<file path="src/rtl/led_fader.sv">
// led_fader
//   Drives CH board LEDs with PWM brightness. Each channel's brightness level
//   ramps one step at a time toward its target: full on when the matching
//   data_in bit is 1, off when it is 0. The LEDs therefore fade instead of
//   switching hard. The module sits between the pattern generator and the LED
//   pins and runs in the same clock domain as both.
//
//   Optional feature: define LED_FADER_GAMMA_EN to map the level to the duty
//   cycle through a square-law (gamma) curve. When the macro is undefined,
//   the duty cycle equals the level.
//
// Parameters
//   CH        number of LED channels (width of data_in / leds)
//   PWM_W     brightness and PWM resolution in bits; MAX = 2**PWM_W-1
//   STEP_DIV  clk_in cycles per brightness step (>= 1)
//
// Ports
//   clk_in   in   1    system clock, rising edge
//   rst      in   1    asynchronous active-high reset
//   data_in  in   CH   target pattern
//   leds     out  CH   registered PWM drive
//   busy     out  1    high while any channel level differs from its target
module led_fader #(
  parameter int CH       = 4,
  parameter int PWM_W    = 4,
  parameter int STEP_DIV = 8
) (
  input  logic          clk_in,
  input  logic          rst,
  input  logic [CH-1:0] data_in,
  output logic [CH-1:0] leds,
  output logic          busy
);

  localparam logic [PWM_W-1:0] MAX  = '1;
  localparam logic [PWM_W-1:0] ZERO = '0;
  // A divider of 1 still needs a 1-bit counter, which stays at 0.
  localparam int              SC_W    = (STEP_DIV > 1) ? $clog2(STEP_DIV) : 1;
  localparam logic [SC_W-1:0] SC_LAST = SC_W'(STEP_DIV - 1);

  logic [CH-1:0]    data_q;
  logic [PWM_W-1:0] pwm_cnt;
  logic [SC_W-1:0]  step_cnt;
  logic             step_tick;
  logic [PWM_W-1:0] level  [CH];
  logic [PWM_W-1:0] target [CH];
  logic [PWM_W-1:0] duty   [CH];

  assign step_tick = (step_cnt == SC_LAST);

  always_comb begin
    for (int i = 0; i < CH; i++) begin
      target[i] = data_q[i] ? MAX : ZERO;
`ifdef LED_FADER_GAMMA_EN
      // Full-width square, then keep the upper half: (level*level) >> PWM_W.
      duty[i] = PWM_W'(({ZERO, level[i]} * {ZERO, level[i]}) >> PWM_W);
`else
      duty[i] = level[i];
`endif
    end
  end

  // busy depends only on registers (level, data_q), so it cannot glitch
  // on data_in.
  always_comb begin
    busy = 1'b0;
    for (int i = 0; i < CH; i++) begin
      busy = busy | (level[i] != target[i]);
    end
  end

  always_ff @(posedge clk_in or posedge rst) begin
    if (rst) begin
      data_q   <= '0;
      pwm_cnt  <= '0;
      step_cnt <= '0;
      leds     <= '0;
      for (int i = 0; i < CH; i++) begin
        level[i] <= ZERO;
      end
    end else begin
      data_q   <= data_in;
      pwm_cnt  <= pwm_cnt + PWM_W'(1);
      step_cnt <= step_tick ? '0 : step_cnt + SC_W'(1);
      for (int i = 0; i < CH; i++) begin
        // Level MAX is forced on so that full brightness has no one-cycle
        // dark gap when pwm_cnt equals MAX.
        leds[i] <= (level[i] == MAX) | (duty[i] > pwm_cnt);
        // Step toward the target. Because equal levels hold, the count
        // stops at 0 and at MAX and never wraps.
        if (step_tick) begin
          if (level[i] < target[i]) begin
            level[i] <= level[i] + PWM_W'(1);
          end else if (level[i] > target[i]) begin
            level[i] <= level[i] - PWM_W'(1);
          end
        end
      end
    end
  end

endmodule

</file>
<file path="config.mk">
export PLATFORM = sky130hd
export DESIGN_NAME = led_fader
export DESIGN_NICKNAME = d
export VERILOG_FILES = /design/src/rtl/led_fader.sv
export SDC_FILE = /design/constraint.sdc
export NUM_CORES = 1
export LEC_CHECK = 0
export ABC_AREA = 1
export BUFFER_PORTS_ARGS = -buffer_cell sky130_fd_sc_hd__buf_2
export CAP_MARGIN = 25
export CORE_AREA = 2 2 92 94
export DETAILED_ROUTE_END_ITERATION = 12
export DIE_AREA = 0 0 94 96
export HOLD_SLACK_MARGIN = 0.05
export SYNTH_ARGS = -nofsm -noshare
export SYNTH_HDL_FRONTEND = slang
export SYNTH_SLANG_ARGS = --single-unit
</file>
<file path="constraint.sdc">
create_clock -name clk_in -period 2.4 [get_ports clk_in]
set_input_delay 0.24 -clock clk_in [delete_from_list [all_inputs] [get_ports clk_in]]
set_output_delay 0.24 -clock clk_in [all_outputs]
set_load 0.03 [all_outputs]
</file>
---- Word-level counts from Yosys, hierarchy flattened ----
Cells that the tools add are included.
word-level totals
  register bits after elaboration ......... 31
  input port bits ......................... 6
  output and inout port bits .............. 5
  logic and storage cells ................. 67
cells by class
  add/subtract/negate cells ............... 10
  $lt $le $gt $ge ......................... 12
  equality and inequality tests ........... 9
  multiplexer cells ....................... 13
  bitwise gates (word level) .............. 7
  reductions and logical operators ........ 8
operators with widths
  kind                 count
  $mux 4               12
  $gt 4x4->1           8
  $add 4x1->4 const B  5
  $eq 4x4->1 const B   4
  $lt 4x4->1           4
  $ne 4x4->1           4
  $sub 4x1->4 const B  4
  $reduce_and 2->1     4
  $reduce_bool 2->1    4
  $or 1x1->1           7
  $add 3x1->3 const B  1
  $eq 3x3->1 const B   1
  $mux 3               1

---- Logic depth before layout (Yosys ltp) ----
  depth after elaboration ................. 5
  gate-level depth with buffers ........... 18
  gate-level depth less buffers ........... 18

---- Worst setup path before layout ----
OpenSTA, ideal clock, no wires.
  kind .................................... flip-flop to flip-flop
  start ................................... register data_q[0]
  end ..................................... register level, in the netlist duty[15]
  library setup time ...................... 0.117 ns
  data arrival time ....................... 1.871 ns
  data required time ...................... 2.283 ns
  path slack .............................. 0.412 ns
  cell stages (with the launch flop) ...... 16
  path buffers ............................ 0
  clock period less this slack ............ 1.988 ns
  cell sequence ........................... dfrtp_1 inv_1 ha_1 a21oi_2 nand2_4 ha_1 nand2_1 nand2_1 nor2_1 inv_1 nand2_1 nand2_1 inv_1 nand2_1 nand2_1 nand2_1
between the ends
  word-level cells in the longest chain between the ends .. 4
  elaborated cells on any way between the ends .. 6
  those cells by class .................... order compare (2); mux (2); reduce/logical (2)
RTL lines
  what                                             line    source
  from (decl)                                      41      logic [CH-1:0] data_q;
  from (signal assigned)                           82      data_q <= data_in;
  $mux 4 *                                         53      target[i] = data_q[i] ? MAX : ZERO;
  $lt 4x4->1 / $gt 4x4->1 (equally long branches)  92, 94
  $reduce_bool 2->1 (no line)                      --
  $reduce_and 2->1 (no line)                       --
  to (signal, indexed assignment)                  93      level[i] <= level[i] + PWM_W'(1);
  to (signal, indexed assignment)                  95      level[i] <= level[i] - PWM_W'(1);
  to (decl)                                        45      logic [PWM_W-1:0] level [CH];
Every way passes the cells marked *; elsewhere a longest branch is shown, timed or not.
A chain may end at the register's enable or synchronous reset.

---- Worst setup path in the final report ----
  start ................................... register data_q[2]
  end ..................................... register level, in the netlist duty[7]
Same word-level chain as after synthesis.

==> flow_summary.yaml <==
worst_hold_path:
  hold_path_end: "data_q[1]$_DFF_PP0_"
  hold_depth: 1
  hold_path_startpoint: "data_in[1]"
  hold_path.class: "input port to flop"
yosys:
  ys_warn_count: 0
  ys_ff_latch: 31
  syn_nets: 334
  synthCells: 281
  synth_area_per_cell_um2: 8.30
  synth_cell_types: 19
  ys_seq_area_frac: 0.333
  netlist_area_um2: 2330
timing:
  fmax_mhz: 458
  finalHoldViolCount: 0
  fin_crit_sh: 0.909
  timing.hold.ws_ns: 0.0643
  setup_tns_ns: 0
  fin_crit_ns: 2.18
  setup_violations: 0
  slew_violations: 0
  rsz0062_at_grt: "no"
  worstMarginPinSlew_ns: 0.419
  max_slew_margin: 0.721
  finalClockSkew_ns: 0.00863
cells_and_area:
  final_cells: 409
  layout_commonest_cell: "nand2_1"
  drive_gt1_frac: 0.164
  multi_input_area_um2: 1420
  num_antenna_cells: 0
  final_nets: 357
  finish.instance_area_um2: 2680
  area_delta_synth_final_pct: 15.1
  register_area_um2: 777
  n_fill_cell: 850
  final_cell_mix: "nand2_1 (77), inv_1 (42), ha_1 (41)"
pwr:
  powerDensity_nw_per_um2: 1240
  p_sw_frac: 0.465
  internal_power_uw: 1780
  power.switching_uw: 1550
  p_clk_frac: 0.127
  ir_drop_v: 0.000331
  p_seq_frac: 0.265
  p_leak_uw: 0.00139
  combPwrFrac: 0.608
setup_path:
  worst_r2r_endpoint: "duty[7]$_DFFE_PP0P_"
  ff2ff_path_depth: 15
  critPathKind: "flop to flop"
  r2r_start: "data_q[2]$_DFF_PP0_"
  start_kind: "flop"
  crit_path_max_fanout: 6
  rrSetupSlack_ns: 0.22
  crit_required_ns: 2.57
  cp_data_arrival_time_ns: 2.36
  end_kind: "flop"
placed_design:
  placed_cells: 401
  place.gp.congestion: 0.782
  portBuffers: 10
  dp_hpwl_um: 3360
  placed_area_um2: 2550
drt:
  firstDrtPassIters: 4
  via_per_inst: 4.29
  ant_nets: 0
  drt-total-wl_um: 4270
  wl_per_cell_um: 10.4
  drt_iter0_drc: 41
  vias: 1756
  drcViolationCount: 0
global_route:
  grt_max_degree: 32
  grt_first_pass_wirelength_um: 7640
  grt_use_total: 0.107
  overflow: 0
  antenna_found_initial: 0
  grt_pass1_vias: 1764
clock_network:
  clk_pin_slew_ns: 0.07
  cts.sinks: 31
  cts_setup_buffers: 0
  clk-insertion-delay-late_ns: 0.28
  cts_made_buffers: 5
  cts_tree: "done"
  cts_buffer_depth: 2
  htree_levels: 2
  cts_root_buf: "clkbuf_8"
job:
  drv_cap: 0
die:
  start_util: 0.290
  die_w_um: 94
  core_area_um2: 8050
  io_pins: 11
  dieArea_um2: 9020
  placementRows: 33
  fp.dieH_um: 96
outcome:
  status: "finished, final reports clean"
## worst max-delay path, stage by stage, from the launching register on
cell and delay, ns:
dfrtp_1 0.39, inv_1 0.11, ha_1 0.25, a21oi_1 0.22
nand2_2 0.15, ha_1 0.34, nand2_1 0.08, nand2_1 0.04
nor2_1 0.13, inv_1 0.05, nand2_1 0.06, nand2_1 0.04
inv_1 0.06, nand2_1 0.05, nand2_1 0.05, nand2_1 0.04
## metrics by stage
step | power (uW) | util | setup WS [ns]
4_1_cts | 3300 | 0.329 | 0.174
3_5_place_dp | 2860 | 0.317 | 0.189
6_report | 3330 | 0.333 | 0.218
3_3_place_gp | 2770 | 0.317 | 0.255
2_1_floorplan | 2410 | - | 0.412
5_1_grt | 3770 | 0.333 | 0.00192
## power groups by stage
stage / clock network [uW] / logic, uW / registers (uW)
after floorplan: 0 / 1470 / 936
after CTS: 437 / 1990 / 879
after global routing: 454 / 2390 / 921
after detailed placement: 0 / 1980 / 887
after global placement: 0 / 1890 / 883
final: 423 / 2030 / 885
## cell type report
type,instances,area share
Sequential cell,31,0.290
Inverter,46,0.0644
Timing Repair Buffer,16,0.0364
Clock inverter,1,0.00187
Clock buffer,6,0.0308
Tap cell,105,0.0490
Multi-Input combinational cell,204,0.528
## repair_timing
item                                    CTS  global route
endpoints found under the hold margin    12             0
hold buffers                              1             0
endpoints found under the setup margin    0             3
resized for setup                         0             7
## worst max-delay path by stage
stage | startpoint | end | slack [ns] | cells after the start
floorplan | data_q[0]$_DFF_PP0_ | duty[15]$_DFFE_PP0P_ | 0.41 | 15
global placement | data_q[1]$_DFF_PP0_ | duty[11]$_DFFE_PP0P_ | 0.25 | 15
detailed placement | data_q[1]$_DFF_PP0_ | duty[11]$_DFFE_PP0P_ | 0.19 | 15
CTS | data_q[1]$_DFF_PP0_ | duty[11]$_DFFE_PP0P_ | 0.17 | 15
global route | data_q[2]$_DFF_PP0_ | duty[7]$_DFFE_PP0P_ | 0.002 | 15
finish | data_q[2]$_DFF_PP0_ | duty[7]$_DFFE_PP0P_ | 0.22 | 15
## routing by layer
layer  global-route usage  share of wire
met5                    0              0
met4               0.0290         0.0098
met3               0.0219          0.019
met2                0.200           0.50
met1                0.125           0.47
## registers in the layout, summed over array words and instances (netlist names)
| name | flops |
|---|---|
| data_q | 4 |
| leds | 4 |
| duty | 16 |
| step_cnt | 3 |
| pwm_cnt | 4 |
## logic make-up (layout without fill, tap and decap cells)
group,after synthesis,in the layout,share of synthesized area
simple gates,115,115,0.210
xor+xnor,10,10,0.0408
flops,31,31,0.333
buf+inv,46,69,0.0741
compound gates,32,32,0.0768
fa+ha+maj,47,47,0.265
## Yosys cell counts
cell type,n,area (um^2)
a21oi_1,11,55.1
a21oi_2,5,43.8
dfrtp_1,31,776
fa_1,4,80.1
ha_1,43,538
inv_1,43,161
inv_2,3,11.3
nand2_1,77,289
nand2_2,10,62.6
nand2_4,1,11.3
nand3_1,13,65.1
nand4_1,1,6.26
nor2_1,12,45.0
nor2_4,1,11.3
o21ai_0,12,60.1
o21ai_1,4,20.0
xnor2_1,4,35.0
xor2_1,5,43.8
xor2_2,1,16.3
No activity file was read; power rests on OpenSTA's default activity.
